--- src/rtl/wshb_rr_arbiter.sv ---
// wshb_rr_arbiter: N-master to 1-slave Wishbone classic arbiter.
// Round-robin or fixed priority, optional ack quantum per grant.
//
// Ports:
//   sys_clk, sys_rst   clock, asynchronous active-high reset
//   m_cyc/m_stb/m_we   per-master request, strobe, write enable (N)
//   m_adr              packed master addresses, master i at [i*AW +: AW]
//   m_dat_ms           packed master write data, master i at [i*DW +: DW]
//   m_sel              packed byte selects, master i at [i*SW +: SW]
//   m_dat_sm           slave read data broadcast to every master
//   m_ack/m_err        per-master termination, only the owner sees it
//   s_*                single slave port driven from the owning master
//   grant              one-hot current owner, zero while idle
//   busy               high while some master owns the bus
module wshb_rr_arbiter #(
    parameter int N       = 2,
    parameter int AW      = 32,
    parameter int DW      = 32,
    parameter int RR      = 1,
    parameter int QUANTUM = 0,
    localparam int SW     = DW / 8
) (
    input  logic            sys_clk,
    input  logic            sys_rst,

    input  logic [N-1:0]    m_cyc,
    input  logic [N-1:0]    m_stb,
    input  logic [N-1:0]    m_we,
    input  logic [N*AW-1:0] m_adr,
    input  logic [N*DW-1:0] m_dat_ms,
    input  logic [N*SW-1:0] m_sel,
    output logic [DW-1:0]   m_dat_sm,
    output logic [N-1:0]    m_ack,
    output logic [N-1:0]    m_err,

    output logic            s_cyc,
    output logic            s_stb,
    output logic            s_we,
    output logic [AW-1:0]   s_adr,
    output logic [DW-1:0]   s_dat_ms,
    output logic [SW-1:0]   s_sel,
    input  logic [DW-1:0]   s_dat_sm,
    input  logic            s_ack,
    input  logic            s_err,

    output logic [N-1:0]    grant,
    output logic            busy
);

    localparam int IW = (N > 1) ? $clog2(N) : 1;
    localparam int CW = (QUANTUM > 0) ? $clog2(QUANTUM + 1) : 1;

    // Counter value at which one more termination exhausts the quantum.
    localparam logic [CW-1:0] QLAST =
        (QUANTUM > 0) ? CW'(QUANTUM - 1) : '0;

    // Pointer starts at the last master so master 0 wins first.
    localparam logic [IW-1:0] LAST_RST = IW'(N - 1);

    typedef enum logic {
        S_IDLE,
        S_OWNED
    } state_t;

    state_t          r_state;
    logic [N-1:0]    r_grant;
    logic [IW-1:0]   r_owner;
    logic [IW-1:0]   r_last;
    logic [CW-1:0]   r_cnt;

    logic            w_owned;
    logic            w_own_cyc;
    logic            w_own_stb;
    logic            w_own_we;
    logic            w_stb;
    logic            w_done;
    logic            w_qhit;
    logic            w_rel;

    logic            w_found;
    logic [IW-1:0]   w_win;
    logic [N-1:0]    w_win_oh;
    int              w_idx;

    // ---------------------------------------------------------------
    // Winner selection, evaluated every cycle but only used in IDLE.
    // RR scans last+1, last+2, ... modulo N; fixed priority scans 0..N-1.
    // ---------------------------------------------------------------
    always_comb begin
        w_found  = 1'b0;
        w_win    = '0;
        w_win_oh = '0;
        w_idx    = 0;
        for (int j = 0; j < N; j++) begin
            if (RR != 0) begin
                w_idx = (int'(r_last) + 1 + j) % N;
            end else begin
                w_idx = j;
            end
            if (!w_found && m_cyc[IW'(w_idx)]) begin
                w_found = 1'b1;
                w_win   = IW'(w_idx);
            end
        end
        w_win_oh[w_win] = 1'b1;
    end

    // ---------------------------------------------------------------
    // Datapath: combinational mux of the owning master.
    // ---------------------------------------------------------------
    assign w_owned   = (r_state == S_OWNED);
    assign w_own_cyc = m_cyc[r_owner];
    assign w_own_stb = m_stb[r_owner];
    assign w_own_we  = m_we[r_owner];

    assign w_stb     = w_owned & w_own_cyc & w_own_stb;

    assign s_cyc     = w_owned & w_own_cyc;
    assign s_stb     = w_stb;
    assign s_we      = w_owned & w_own_we;
    assign s_adr     = m_adr[int'(r_owner) * AW +: AW];
    assign s_dat_ms  = m_dat_ms[int'(r_owner) * DW +: DW];
    assign s_sel     = m_sel[int'(r_owner) * SW +: SW];

    assign m_dat_sm  = s_dat_sm;

    // r_grant is zero in IDLE, so no termination leaks out then.
    assign m_ack     = r_grant & {N{s_ack & w_stb}};
    assign m_err     = r_grant & {N{s_err & w_stb}};

    assign grant     = r_grant;
    assign busy      = |r_grant;

    // ---------------------------------------------------------------
    // Release: owner dropped cyc, or this termination fills the quantum.
    // An err counts against the quantum exactly like an ack.
    // ---------------------------------------------------------------
    assign w_done = w_stb & (s_ack | s_err);
    assign w_qhit = (QUANTUM > 0) && w_done && (r_cnt == QLAST);
    assign w_rel  = ~w_own_cyc | w_qhit;

    // ---------------------------------------------------------------
    // Grant FSM. Every release passes through one IDLE cycle, so the
    // slave always sees s_cyc low between two owners.
    // ---------------------------------------------------------------
    always_ff @(posedge sys_clk or posedge sys_rst) begin
        if (sys_rst) begin
            r_state <= S_IDLE;
            r_grant <= '0;
            r_owner <= '0;
            r_last  <= LAST_RST;
            r_cnt   <= '0;
        end else begin
            case (r_state)
                S_IDLE: begin
                    if (w_found) begin
                        r_state <= S_OWNED;
                        r_grant <= w_win_oh;
                        r_owner <= w_win;
                        r_cnt   <= '0;
                    end
                end
                S_OWNED: begin
                    if (w_rel) begin
                        r_state <= S_IDLE;
                        r_grant <= '0;
                        r_last  <= r_owner;
                        r_cnt   <= '0;
                    end else if (w_done) begin
                        r_cnt   <= r_cnt + 1'b1;
                    end
                end
                default: begin
                    r_state <= S_IDLE;
                    r_grant <= '0;
                end
            endcase
        end
    end

endmodule

--- config.mk ---
export PLATFORM = sky130hd
export DESIGN_NAME = wshb_rr_arbiter
export DESIGN_NICKNAME = d
export VERILOG_FILES = /design/src/rtl/wshb_rr_arbiter.sv
export SDC_FILE = /design/constraint.sdc
export NUM_CORES = 1
export LEC_CHECK = 0
export BUFFER_PORTS_ARGS = -buffer_cell sky130_fd_sc_hd__buf_2
export CORE_AREA = 2 2 113 115
export DETAILED_ROUTE_END_ITERATION = 8
export DIE_AREA = 0 0 115 117
export PLACE_DENSITY = 0.49
export SETUP_SLACK_MARGIN = 0.4
export SYNTH_ARGS = -nofsm -noshare
export SYNTH_HDL_FRONTEND = slang
export SYNTH_SLANG_ARGS = --single-unit
--- constraint.sdc ---
create_clock -name sys_clk -period 1 [get_ports sys_clk]
set_input_delay 0.05 -clock sys_clk [delete_from_list [all_inputs] [get_ports sys_clk]]
set_output_delay 0.05 -clock sys_clk [all_outputs]
set_load 0.02 [all_outputs]
Yosys cells after proc, flatten, opt, wreduce, memory -nomap -nowiden
Index checks and enable logic that the tools add are counted.
Cells by class
  add/subtract/negate cells: 2
  magnitude comparators: 5
  equality and inequality tests: 2
  shifts and indexed selects: 3
  multiplexer cells: 22
  bitwise logic cells: 9
  reductions and logical operators: 7
Operators by type and width (number)
  $shiftx 64x7->32: 2
  $mux 1: 17
  $shiftx 8x4->4: 1
  $lt 1x3->1 const B: 2
  $reduce_and 2->1: 3
  $and 1x1->1: 5
  $and 2x2->2: 2
  $lt 1x2->1 const B: 2
  $mux 2: 2
  $ne 2x2->1 const B: 2
  $pmux 2 s2: 1
  $add 1x1->1 const B: 2
  $logic_and 1x1->1: 2
  $not 1->1: 2
  $pmux 1 s2: 1
  $reduce_or 2->1: 1
  $demux 1 s1: 1
  $ge 1x1->1 const B: 1
  $logic_not 1->1: 1
Storage, ports and cells
  bits in registers: 5
  input port bits: 178
  output and inout port bits: 110

Longest topological paths before layout
  depth after elaboration: 14
  gate-level depth with buffers: 4
  gate-level depth less buffers: 3

Least setup slack after synthesis
No wires, ideal clock.
  path kind: flip-flop to output port
  from: reg r_owner
  to: out m_ack[0]
  arrival time: 1.172 ns
  required time: 0.950 ns
  path slack: -0.222 ns
  cell stages (with the launch flop): 5
  path buffers: 1
  cells stage by stage: dfrtp_1 -> buf_2 -> and4_1 -> a31o_2 -> and3_1
On the way
  longest elaborated chain between the ends: 6
  elaborated cells between the ends (all ways): 8
  classes of those cells: mux: 4; bitwise: 4
RTL lines
  start, declared: line 67  | logic [IW-1:0] r_owner;
  start signal, assigned: line 159  | r_owner <= w_win;
  $mux 1 (implied by the code) (2 in series): line 112  | assign w_own_cyc = m_cyc[r_owner];
  $and 1x1->1: line 116  | assign w_stb = w_owned & w_own_cyc & w_own_stb;
  $and 1x1->1 (*): line 116
  named net s_stb: line 37  | output logic s_stb,
  $and 1x1->1 (*): line 128  | assign m_ack = r_grant & {N{s_ack & w_stb}};
  $and 2x2->2 (*): line 128
  end, declared: line 33  | output logic [N-1:0] m_ack,
Mark *: on every way through the listed nets, which the timed path passes. The rest lies on a longest branch. The select of a mux whose other input is x is not followed.

Worst setup path in the final report
  from: reg r_owner
  to: out s_adr[11]
On the way
  longest elaborated chain between the ends: 1
RTL lines
  $shiftx 64x7->32: line 121  | assign s_adr = m_adr[int'(r_owner) * AW +: AW];
  end, declared: line 39  | output logic [AW-1:0] s_adr,
No other way between the ends.

==> metrics.txt <==
cell area after technology mapping 1366 um2; detailed-route via count 1,897; global-route wire length before repair 8.397 mm; CP Capture Type primary output; maximum clock insertion buffer count 2; starting density of the core 0.1110; H-tree levels 1; synth cell count leaders sky130_fd_sc_hd__mux2_1 (68), sky130_fd_sc_hd__buf_4 (32), sky130_fd_sc_hd__buf_2 (8); total internal power 5.403 mW; CP peak stage delay 520 ps; status complete, but fails checks; top cell family by delay on the critical path flip-flops; Synthesis Warnings 0; P_sw 3.684 mW; Mapped Avg Cell Area 9.295 um2; die width 115 um; top achievable clock speed 0.6325 GHz; worst clock skew 1.691 ps; overall die height 117 um; routed wire length 6.656 mm; vias per cell 3.720; largest fanout on the critical path 10; cell type with the highest aggregate area in the netlist sky130_fd_sc_hd__mux2_1; number of placed I/O pins 288; switching part of the total 0.4054; peak supply drop 1.006 mV; actual transition at the worst max-transition pin 284.8 ps; number of rows in the core area 41; clock transition at the register clock pins on the worst setup and hold paths after CTS 30 ps; Static Leakage 1.926 nW; area growth from synthesis to layout 156.0%; shortest clock period the worst path allows after layout 1581 ps; endpoints failing hold 0; # clock sinks 5; final critical-path setup slack -581.1 ps; arrival time at the worst endpoint 1530 ps; number of nets in the final layout 539; nature of the critical path startpoint flop; total clock buffers created by CTS 3; total power divided by cell area 2598 nW/um2; sequential-to-total area share from yosys stat 0.09249; total core area 12,310 um2; die area 13,460 um2; required time worst endpoint 950 ps; buffers added on ports 223; max-capacitance violation count 0; pre-CTS setup slack -341.4 ps; part of the total power dissipated in combinational logic 0.873; area fraction of the dominant cell type after synthesis 0.5604; Mapped Nets 325; Finished Core Util 0.2841; WP buf/inv 3; number of antenna violations at the first check in global routing 0; number of pins with negative max-slew slack in the final report 0; most area-consuming cells after synthesis sky130_fd_sc_hd__mux2_1 (56%), sky130_fd_sc_hd__buf_4 (18%), sky130_fd_sc_hd__dfrtp_1 (7.3%); portion of total power attributed to the clock network 0.074; root buffer cell sky130_fd_sc_hd__clkbuf_16; Syn Inst Count 147; total congestion overflow 0; FFs w/ async S/R, synth 1.000; Fin Hold WS 100.0 ps; Most used DFF post-synth sky130_fd_sc_hd__dfrtp_1; length of the first detailed-routing pass in iterations 3; WL/cell 13.05 um; final setup fails 80; final weighted congestion of routability-driven global placement 0.7367; post-synth cell types 25; clock latency reported for the late side of the worst-skew pair 230 ps; class of the worst hold path in -> out; via count of the first global-routing pass 1,727; layout cells sized above 1 0.9472; DRC violation total after the first TritonRoute iteration 30; Critical Path Slowest Stage Cell sky130_fd_sc_hd__dfrtp_4; count of state elements after synthesis 5; worst-path cell chain buf_12, clkbuf_16, mux2_4, buf_2; power share of the sequential group 0.053; failing checks setup timing; pin count of the biggest net entering global routing 41; Final Cycle Share 1.581; remaining antenna violation count after routing 0; Max-Slew Margin vs Limit 0.8101; post-detail-place hpwl 5.359 mm; Tot GR Track Use 0.07887; DRC viols 0; unrepaired setup endpoints after global routing true; Post-synth EDFFs 0; Worst Path Class, Setup reg -> out; clock tree from TritonCTS done; Inserted Diodes 0; top-count cell post-synth sky130_fd_sc_hd__mux2_1
## placed cells by master (no fill, tap or decap), drive strengths merged, types with 2 or more instances in the layout
cell,count
nand2,3
nand3,4
clkbuf,5
buf,248
a21oi,2
mux2,68
inv,3
nor2,3
dfrtp,4
and3,4
nand2b,2
## kinds of logic (layout without fill, tap and decap cells)
| kind of cell | Yosys count | after routing | share of synthesized area |
|---|---|---|---|
| simple gates | 24 | 24 | 0.1007 |
| compound gates | 5 | 5 | 0.02289 |
| buf+inv | 44 | 257 | 0.2161 |
| flops | 5 | 5 | 0.09250 |
| mux | 69 | 69 | 0.5678 |
## path summary, 6_finish.rpt
check | from | end | slack [ps] | depth (start not counted)
min in group asynchronous | sys_rst | grant[0] | 270 | 3
min | s_dat_sm[17] | m_dat_sm[17] | 100 | 0
max | r_owner | s_adr[11] | -580 | 4
max reg2reg | r_owner | r_state | -440 | 7
min reg2reg | r_last | r_last | 550 | 2
max in group asynchronous | sys_rst | r_last | 490 | 3
## layer usage
metal | vias to the layer above | global-route usage | part of all wire
met1 | 880 | 0.09997 | 0.39
met4 | 0 | 0.02490 | 0.011
met3 | 6 | 0.01648 | 0.064
met2 | 97 | 0.1345 | 0.53
li1 | 914 | - | -
met5 | - | 0 | 0
## metrics by stage
step                cells  power (mW)  setup TNS [ps]  instance area (um2)
floorplan             147       4.912           -4754                 1669
global placement      491       6.420          -21540                 2795
detailed placement    491       6.474          -22420                 2795
CTS                   504       8.201          -41740                 3219
global route          510       9.492          -43380                 3498
finish                510       9.088          -41040                 3498
## power by group through the flow
stage	Sequential (mW)	Combinational (mW)	Clock (mW)
2_1_floorplan	0.456	4.46	0
3_5_place_dp	0.478	6.00	0
5_1_grt	0.502	8.30	0.693
4_1_cts	0.473	7.04	0.684
3_3_place_gp	0.469	5.95	0
6_report	0.482	7.93	0.676
## final cells by class
class                   count  area, um2
well taps                 150      187.7
clock buffers               4      78.83
flip-flops and latches      5      132.6
multi-input cells          98       1271
fillers                  1311       8813
repair buffers            250       1817
inverters                   3      11.26
## sequential cells by signal, summed over array words and instances (netlist names)
register	count
grant	2
r_last	1
r_owner	1
r_state	1
## repair_timing
| item | in CTS | in global routing |
|---|---|---|
| gates cloned | 0 | 1 |
| buffers inserted | 8 | 5 |
| setup endpoints to repair | 83 | 83 |
| endpoints found under the hold margin | 5 | 0 |
| hold buffers | 1 | 0 |
| pin swaps | 4 | 4 |
| gates resized for setup | 77 | 65 |
No activity file was read; power rests on OpenSTA's default activity.
